<file path="src/rtl/div_controller.sv">
`default_nettype none
// +--------------------------------------------------------------------------+
// | div_controller: RV32M DIV/DIVU/REM/REMU sequencer for the iterative      |
// | divider. Optional timeout: define DIV_CTRL_TIMEOUT_EN. Revision: 1.0     |
// +--------------------------------------------------------------------------+
module div_controller #(
  parameter int TIMEOUT_CYCLES = 64
) (
  input  logic        clock,
  input  logic        reset,
  input  logic        req_valid,
  output logic        req_ready,
  input  logic [1:0]  req_op,
  input  logic [31:0] req_a,
  input  logic [31:0] req_b,
  input  logic        cancel,
  output logic        resp_valid,
  output logic [31:0] resp_data,
  output logic        resp_err,
  output logic        div_start,
  output logic [31:0] div_a,
  output logic [31:0] div_b,
  input  logic [31:0] div_result,
  input  logic [31:0] div_remainder,
  input  logic        div_busy
);

  typedef enum logic [2:0] {
    S_IDLE  = 3'd0,
    S_START = 3'd1,
    S_WAIT  = 3'd2,
    S_FIX   = 3'd3,
    S_DONE  = 3'd4,
    S_DRAIN = 3'd5
  } state_t;

  state_t      r_state;
  state_t      w_next;
  logic [1:0]  r_op;
  logic [31:0] r_a;
  logic [31:0] r_b;
  logic [31:0] r_q;
  logic [31:0] r_rem;
  logic [31:0] r_result;
  logic [31:0] r_div_a;
  logic [31:0] r_div_b;
  logic        r_split;
  logic        r_pend;

  logic        w_accept;
  logic        w_imm;
  logic        w_split;
  logic [31:0] w_imm_result;
  logic [31:0] w_r2;
  logic [31:0] w_q2;
  logic [31:0] w_fix_result;
  logic        w_timeout;

  assign req_ready = (r_state == S_IDLE);
  assign w_accept  = req_valid && req_ready && !cancel;
  assign resp_valid = (r_state == S_DONE) && !cancel;
  assign resp_data = r_result;
  assign div_a     = r_div_a;
  assign div_b     = r_div_b;
  assign div_start = (r_state == S_START) && !cancel && !w_timeout;

  // Cases answered without the divider; anything else is a divider request.
  always_comb begin
    w_imm        = 1'b1;
    w_split      = 1'b0;
    w_imm_result = 32'd0;
    if (req_b == 32'd0) begin
      w_imm_result = req_op[1] ? req_a : 32'hFFFF_FFFF;
    end else if (!req_op[0] && req_a == 32'h8000_0000 && req_b == 32'hFFFF_FFFF) begin
      w_imm_result = req_op[1] ? 32'd0 : 32'h8000_0000;
    end else if (req_op[0] && req_b[31]) begin
      if (req_a >= req_b) w_imm_result = req_op[1] ? (req_a - req_b) : 32'd1;
      else                w_imm_result = req_op[1] ? req_a : 32'd0;
    end else begin
      w_imm   = 1'b0;
      w_split = req_op[0] && req_a[31];
    end
  end

  // Split path: the divider saw a>>1, so finish with one restoring step on a[0].
  always_comb begin
    w_r2 = {r_rem[30:0], r_a[0]};
    w_q2 = {r_q[30:0], 1'b0};
    if (w_r2 >= r_b) begin
      w_r2 = w_r2 - r_b;
      w_q2 = w_q2 + 32'd1;
    end
    if (r_split)       w_fix_result = r_op[1] ? w_r2 : w_q2;
    else if (!r_op[0]) w_fix_result = r_op[1] ? (r_a[31] ? (32'd0 - r_rem) : r_rem) : r_q;
    else               w_fix_result = r_op[1] ? r_rem : r_q;
  end

`ifdef DIV_CTRL_TIMEOUT_EN
  localparam int c_CNT_W = $clog2(TIMEOUT_CYCLES + 1);
  logic [c_CNT_W-1:0] r_cnt;
  logic               r_err;
  logic               w_cnt_state;

  assign w_cnt_state = (r_state == S_START) || (r_state == S_WAIT) || (r_state == S_DRAIN);
  assign w_timeout   = w_cnt_state && (r_cnt == c_CNT_W'(TIMEOUT_CYCLES - 1));
  assign resp_err    = r_err && (r_state == S_DONE);

  always_ff @(posedge clock or posedge reset) begin
    if (reset) begin
      r_cnt <= '0;
      r_err <= 1'b0;
    end else begin
      if (w_cnt_state && !w_timeout) r_cnt <= r_cnt + 1'b1;
      else                           r_cnt <= '0;
      if (w_accept)                         r_err <= 1'b0;
      else if (w_timeout && w_next == S_DONE) r_err <= 1'b1;
    end
  end
`else
  assign w_timeout = 1'b0;
  assign resp_err  = 1'b0;
`endif

  always_comb begin
    w_next = r_state;
    case (r_state)
      S_IDLE: begin
        if (w_accept) begin
          if (w_imm)         w_next = S_DONE;
          else if (div_busy) w_next = S_DRAIN;
          else               w_next = S_START;
        end
      end
      S_START: begin
        if (cancel)        w_next = S_DRAIN;
        else if (div_busy) w_next = S_WAIT;
      end
      S_WAIT: begin
        if (cancel)         w_next = S_DRAIN;
        else if (!div_busy) w_next = S_FIX;
      end
      S_FIX:   w_next = cancel ? S_IDLE : S_DONE;
      S_DONE:  w_next = S_IDLE;
      S_DRAIN: begin
        // A pending request parked here behind a stale divider operation.
        if (!div_busy) w_next = (r_pend && !cancel) ? S_START : S_IDLE;
      end
      default: w_next = S_IDLE;
    endcase
    if (w_timeout) w_next = (r_state == S_DRAIN || cancel) ? S_IDLE : S_DONE;
  end

  always_ff @(posedge clock or posedge reset) begin
    if (reset) begin
      r_state  <= S_IDLE;
      r_op     <= 2'd0;
      r_a      <= 32'd0;
      r_b      <= 32'd0;
      r_q      <= 32'd0;
      r_rem    <= 32'd0;
      r_result <= 32'd0;
      r_div_a  <= 32'd0;
      r_div_b  <= 32'd0;
      r_split  <= 1'b0;
      r_pend   <= 1'b0;
    end else begin
      r_state <= w_next;
      if (w_accept) begin
        r_op    <= req_op;
        r_a     <= req_a;
        r_b     <= req_b;
        r_split <= w_split;
        r_pend  <= !w_imm && div_busy;
        if (w_imm) begin
          r_result <= w_imm_result;
        end else begin
          r_div_a <= w_split ? {1'b0, req_a[31:1]} : req_a;
          r_div_b <= req_b;
        end
      end
      if (r_state == S_DRAIN && w_next != S_DRAIN) r_pend <= 1'b0;
      if (r_state == S_WAIT && w_next == S_FIX) begin
        r_q   <= div_result;
        r_rem <= div_remainder;
      end
      if (r_state == S_FIX && w_next == S_DONE) r_result <= w_fix_result;
      if (w_timeout && w_next == S_DONE)        r_result <= 32'd0;
    end
  end

endmodule
`default_nettype wire

</file>
<file path="config.mk">
export PLATFORM = sky130hd
export DESIGN_NAME = div_controller
export DESIGN_NICKNAME = d
export VERILOG_FILES = /design/src/rtl/div_controller.sv
export SDC_FILE = /design/constraint.sdc
export NUM_CORES = 1
export LEC_CHECK = 0
export CORE_MARGIN = 4
export CORE_UTILIZATION = 40
export DETAILED_ROUTE_END_ITERATION = 12
export PLACE_DENSITY = 0.73
export SYNTH_ARGS = -nofsm -noshare
export SYNTH_HDL_FRONTEND = slang
export SYNTH_SLANG_ARGS = --single-unit
export TNS_END_PERCENT = 20
</file>
<file path="constraint.sdc">
create_clock -name clock -period 8.2 [get_ports clock]
set_input_delay 0.82 -clock clock [delete_from_list [all_inputs] [get_ports clock]]
set_output_delay 0.82 -clock clock [all_outputs]
set_load 0.1 [all_outputs]
</file>
==> impl_metrics.yaml, run 1 <==
min_path:
  min_from: "div_a[12]"
  hp-class: "reg2reg"
sta:
  fmaxAchievable_ghz: 0.206
  finalHoldViolCount: 0
  slew_viol_final: 0
  max_slew_margin: 0.259
  fin_crit_sh: 0.593
  setup_viol: 0
  rsz0062_at_grt: "false"
  period_minus_slack_ns: 4.86
  clock_skew_ns: 0.0158
  worstMarginPinSlew_ns: 1.11
  tns_ns: 0
placement:
  port_buffers: 233
  routabilityCongestion: 0.998
  place_hpwl_microns: 39200
  place_area_sq_um: 16500
  dp.cells: 2225
setup_path:
  timing.rr.start: "r_a[0]"
  path_class: "reg2reg"
  crit_start: "r_a[0]"
  cp.arrival_ns: 5.28
  crit_path_end_kind: "flop"
  required_ns: 8.62
  crit_path_start_kind: "flop"
  cp_max_fo: 30
yosys:
  synth_seq_area_share: 0.362
  synth.distinct_cells: 84
  synth_edf_count: 0
  synth_area_per_cell_sq_um: 8.62
  synth.cell_area_sq_um: 13900
  synth_flop_cell: "dfrtp_1"
  ys_ff_latch: 201
  ys_async_sr_fraction: 1.00
  synthCells: 1614
  synth_warnings: 0
  synth_nets: 1816
final_layout:
  fin_area_sq_um: 17300
  multiInputGateArea_sq_um: 8180
  stdcell_count: 2266
  areaGrowthSynthToFinish_pct: 24.1
  nFillCells: 3343
  finish.utilization: 0.501
  drive_above_1_share: 0.0519
  seq_area_sq_um: 5030
  antenna_cells: 0
  final_nets: 1997
route:
  ant_nets: 0
  route.detailed.drc: 0
  viasPerCell: 5.89
  first_iter_violations: 1487
  dr.pass1.iters: 5
  drt-total-wl_microns: 50900
  wl_per_cell_microns: 22.5
  vias: 13340
pwr:
  power_density_nw_per_um2: 457
  ir_drop_mv: 0.404
  p_leak_uw: 0.00751
  power_uw: 7880
job:
  drv_cap: 0
clocking:
  post_cts_buffers: 0
  postCtsHoldBufs: 0
  clkTransAtPathRegs_ns: 0.06
  clock_sinks: 201
  cts_tree: "built"
  cts_buffers: 23
  cts.path.max_buffers: 3
  clk_latency_ns: 0.54
  cts_max_level: 1
  post_cts_resized: 0
  clockRootBuffer: "clkbuf_16"
grt:
  grt-ovfl-total: 0
  antenna_found_initial: 0
  track_usage: 0.255
  grt_pass1_vias: 12704
  grt_first_pass_wirelength_microns: 77000
  grt_max_degree: 130
floorplan:
  die_h_microns: 194
  core_sq_um: 34500
  rows: 68
  dieWidth_microns: 194
  die_area_sq_um: 37800
  design.portCount: 235
  start_util: 0.404
status:
  outcome: "complete, no violations"
==> power by group <==
group          internal, uW  switching, uW  total, uW
registers              1430            440       1880
clock network           571            428        999
logic                  1490           3510       5000
==> synth_stat cells (5+ instances only) <==
cell type / n / share of area
nand2_1: 234 / 0.063
o31ai_1: 14 / 0.0076
nor3_1: 18 / 0.0065
o21a_1: 5 / 0.0027
o21ai_1: 37 / 0.013
nor4_1: 17 / 0.0076
nand3_1: 22 / 0.0079
mux2_2: 6 / 0.0049
inv_1: 84 / 0.023
mux2i_1: 37 / 0.027
o22ai_1: 9 / 0.0040
nor3b_1: 5 / 0.0027
dfrtp_1: 201 / 0.36
or3_1: 6 / 0.0027
nor2b_1: 9 / 0.0040
xnor2_1: 47 / 0.030
buf_2: 24 / 0.0086
ha_1: 65 / 0.058
a31oi_1: 21 / 0.0094
a211oi_1: 17 / 0.0092
o21bai_1: 9 / 0.0049
nand2b_1: 17 / 0.0076
o21ai_0: 160 / 0.058
a21o_1: 18 / 0.0097
nor2_1: 79 / 0.021
a21oi_1: 109 / 0.039
a211o_1: 6 / 0.0038
clkbuf_1: 54 / 0.015
or4_1: 5 / 0.0027
a221oi_1: 15 / 0.0094
o211ai_1: 33 / 0.018
nand4_1: 25 / 0.011
o2111ai_1: 6 / 0.0038
a221o_1: 6 / 0.0043
mux2_1: 60 / 0.049
and3_1: 7 / 0.0031
buf_4: 9 / 0.0049
and2_1: 7 / 0.0031
xor2_1: 34 / 0.021
==> registers in the layout (all words and copies together) (netlist names) <==
| signal | cells |
|---|---|
| r_pend | 1 |
| resp_data | 32 |
| r_state | 3 |
| r_rem | 32 |
| r_q | 32 |
| r_op | 2 |
| r_split | 1 |
| r_a | 2 |
| div_b | 32 |
| r_b | 32 |
| div_a | 32 |
==> per-stage QoR <==
| step | worst slack [ns] | hold WS [ns] |
|---|---|---|
| after global placement | 3.31 | 0.463 |
| after floorplan | 1.90 | 0.450 |
| after detailed placement | 3.33 | 0.471 |
| after global routing | 3.22 | 0.492 |
| final | 3.34 | 0.479 |
| after CTS | 3.41 | 0.485 |
==> routing by layer <==
layer / wire length, microns / GRT usage
met3: 4500 / 0.0433
met5: 0 / 0
met1: 22900 / 0.377
met4: 1760 / 0.0786
met2: 21700 / 0.383
==> worst max-delay path, cell delays in order (launching register included) <==
cell       delay (ns)
dfrtp_1          0.37
inv_1            0.16
ha_1             0.21
inv_1            0.06
fa_1             0.43
a211oi_2         0.28
o21ai_1          0.19
a2111oi_2        0.60
nor2_2           0.19
o211ai_2         0.21
and3_1           0.66
buf_4            0.43
o21ai_1          0.12
mux4_2           0.52
a221o_1          0.31
==> layout make-up <==
class	count	share of cell area
clock inverter	8	0.00326
timing repair buffer	245	0.140
clock buffer	33	0.0390
multi-input combinational	1240	0.474
inverter	84	0.0187
tap	455	0.0330
sequential	201	0.292
==> cells in the final DEF (no fill, tap or decap), types with 15 or more instances in the layout <==
cell	Yosys	layout
a221oi_1	15	15
nand4_1	25	25
inv_1	84	83
clkdlybuf4s50_1	0	233
a31oi_1	21	21
nor3_1	18	18
xnor2_1	47	47
dfrtp_1	201	200
a21oi_1	109	109
mux2i_1	37	37
a21o_1	18	18
ha_1	65	65
mux2_1	60	60
clkbuf_16	0	23
nor2_1	79	79
nor4_1	17	17
nand2_1	234	234
o21ai_1	37	37
o211ai_1	33	33
o21ai_0	160	160
nand2b_1	17	17
nand3_1	22	21
xor2_1	34	34
a211oi_1	17	17
==> kinds of logic after synthesis <==
logic type	after synthesis	share of synthesized area
buffers and inverters	173	0.0524
xor gates and xnor gates	81	0.0510
muxes	106	0.0844
AOI/OAI and AO/OA	504	0.226
other	1	0.000270
adders and majority gates	67	0.0614
DFF	201	0.362
and+or+nand+nor	481	0.163
==> path summary, 6_finish.rpt <==
path | endpoint | slack [ns] | cells past startpoint
setup / recovery | resp_data[16] | 3.34 | 14
max in group asynchronous | r_rem[5] | 5.78 | 3
min in group asynchronous | div_a[26] | 0.88 | 2
hold reg to reg | div_a[12] | 0.48 | 2
hold / removal | div_a[12] | 0.48 | 2
setup reg to reg | resp_data[16] | 3.34 | 14
Note: power is estimated with default switching activity, not from simulation.
==> run 2, diff against run 1 <==
- clock period: 8.2 -> 4.7 ns (I/O delays scaled with it)
==> impl_metrics.yaml, run 2 (same netlist as run 1, synthesis figures left out) <==
clocking:
  cts.path.max_buffers: 3
  cts_tree: "built"
  clk_latency_ns: 0.54
  post_cts_resized: 0
  clockRootBuffer: "clkbuf_16"
  cts_max_level: 1
  cts_buffers: 24
  clock_sinks: 201
  clkTransAtPathRegs_ns: 0.06
  postCtsHoldBufs: 0
  post_cts_buffers: 0
final_layout:
  nFillCells: 3314
  drive_above_1_share: 0.0693
  fin_area_sq_um: 17600
  antenna_cells: 0
  mostFrequentLayoutCell: "nand2_1"
  areaGrowthSynthToFinish_pct: 26.6
  final_nets: 2032
  final_cell_mix: "nand2_1, clkdlybuf4s50_1, dfrtp_1, o21ai_0, a21oi_1"
setup_path:
  timing.rr.end: "resp_data[14]"
  slowest_stage: "a2111oi_2"
  required_ns: 5.09
  r2r_cells: 15
  cp_max_fo: 6
  cp.arrival_ns: 4.63
  max_stage_delay_ns: 0.53
  crit_chain: "inv_1, ha_1, inv_1, fa_1, a211oi_2, o21ai_1, a2111oi_2, nor2_2, o211ai_2, nand3_1, buf_4, mux2i_1, nor2_1, a2111oi_0, o21ai_1"
  crit_path_end_kind: "flop"
  path_class: "reg2reg"
  timing.rr.start: "r_a[0]"
  crit_path_start_kind: "flop"
  rrSetupSlack_ns: 0.47
floorplan:
  dieWidth_microns: 194
  core_sq_um: 34500
  die_h_microns: 194
  start_util: 0.404
  rows: 68
  design.portCount: 235
  die_area_sq_um: 37800
pwr:
  power_density_nw_per_um2: 791
  p_leak_uw: 0.00772
  ir_drop_mv: 0.635
placement:
  place_area_sq_um: 16800
  place_ws_ns: 0.571
  place_hpwl_microns: 40100
  port_buffers: 233
  routabilityCongestion: 1.01
route:
  route.detailed.drc: 0
  viasPerCell: 5.85
  dr.pass1.iters: 5
  wl_per_cell_microns: 22.3
  ant_nets: 0
  drt-total-wl_microns: 51300
  first_iter_violations: 1415
  vias: 13454
sta:
  fmaxAchievable_ghz: 0.236
  fin_crit_sh: 0.901
  finalHoldViolCount: 0
  worstMarginPinSlew_ns: 1.04
  period_minus_slack_ns: 4.23
  clock_skew_ns: 0.0140
  max_slew_margin: 0.303
  setup_viol: 0
  rsz0062_at_grt: "false"
  setup_slack_ns: 0.466
  holdWs_ns: 0.287
  tns_ns: 0
  slew_viol_final: 0
grt:
  antenna_found_initial: 0
  grt_max_degree: 129
  grt_pass1_vias: 12934
  grt_first_pass_wirelength_microns: 78500
  grt-ovfl-total: 0
  track_usage: 0.260
min_path:
  hp-class: "in2async"
job:
  drv_cap: 0
status:
  outcome: "complete, no violations"
[run 2: cell count changes in the layout (fill, tap and decap cells not counted), moves of 2 or more]
cell	previous run	this run
buf_12	0	3
buf_4	12	43
clkbuf_16	23	25
clkinv_2	3	1
clkinv_4	1	3
[run 2: metal layers]
layer / global-route usage / vias to the layer above / wire (microns)
li1: - / 6258 / -
met1: 0.396 / 6420 / 23300
met2: 0.391 / 685 / 22000
met3: 0.0347 / 91 / 4450
met4: 0.0685 / 0 / 1600
met5: 0 / - / 0
[run 2: critical path, delay by kind of cell (launching register included)]
family,cells,cell delay (ns)
buf+inv,3,0.48
compound gates,6,1.84
fa+ha+maj,2,0.65
simple gates,3,0.60
mux,1,0.15
flops,1,0.36
[run 2: area by class of cell]
| class | instances | area (sq um) | share of cell area |
|---|---|---|---|
| clock buffer | 35 | 713 | 0.0405 |
| timing repair buffer | 279 | 2720 | 0.154 |
| inverter | 84 | 319 | 0.0181 |
| multi-input combinational | 1240 | 8180 | 0.464 |
| tap | 455 | 569 | 0.0323 |
| clock inverter | 7 | 77.6 | 0.00441 |
| sequential | 201 | 5030 | 0.286 |
[run 2: metrics by stage]
stage,util,std cells,power (uW)
after floorplan,-,1614,9610
after global placement,0.488,2259,11900
after detailed placement,0.488,2259,12000
after CTS,0.511,2301,13900
after global routing,0.511,2301,14700
final,0.511,2301,13900
[run 2: how the worst max path moves through the flow]
stage          cells after the start            end   start
5_1_grt                           15  resp_data[14]  r_a[0]
3_5_place_dp                      15  resp_data[14]  r_a[0]
3_3_place_gp                      15  resp_data[14]  r_a[0]
6_report                          15  resp_data[14]  r_a[0]
4_1_cts                           15  resp_data[14]  r_a[0]
2_1_floorplan                     15  resp_data[29]  r_a[0]
[run 2: report_power, final]
part | total [uW] | internal [uW] | switching, uW
registers | 3300 | 2500 | 794
logic | 8760 | 2650 | 6110
clock network | 1870 | 1110 | 766
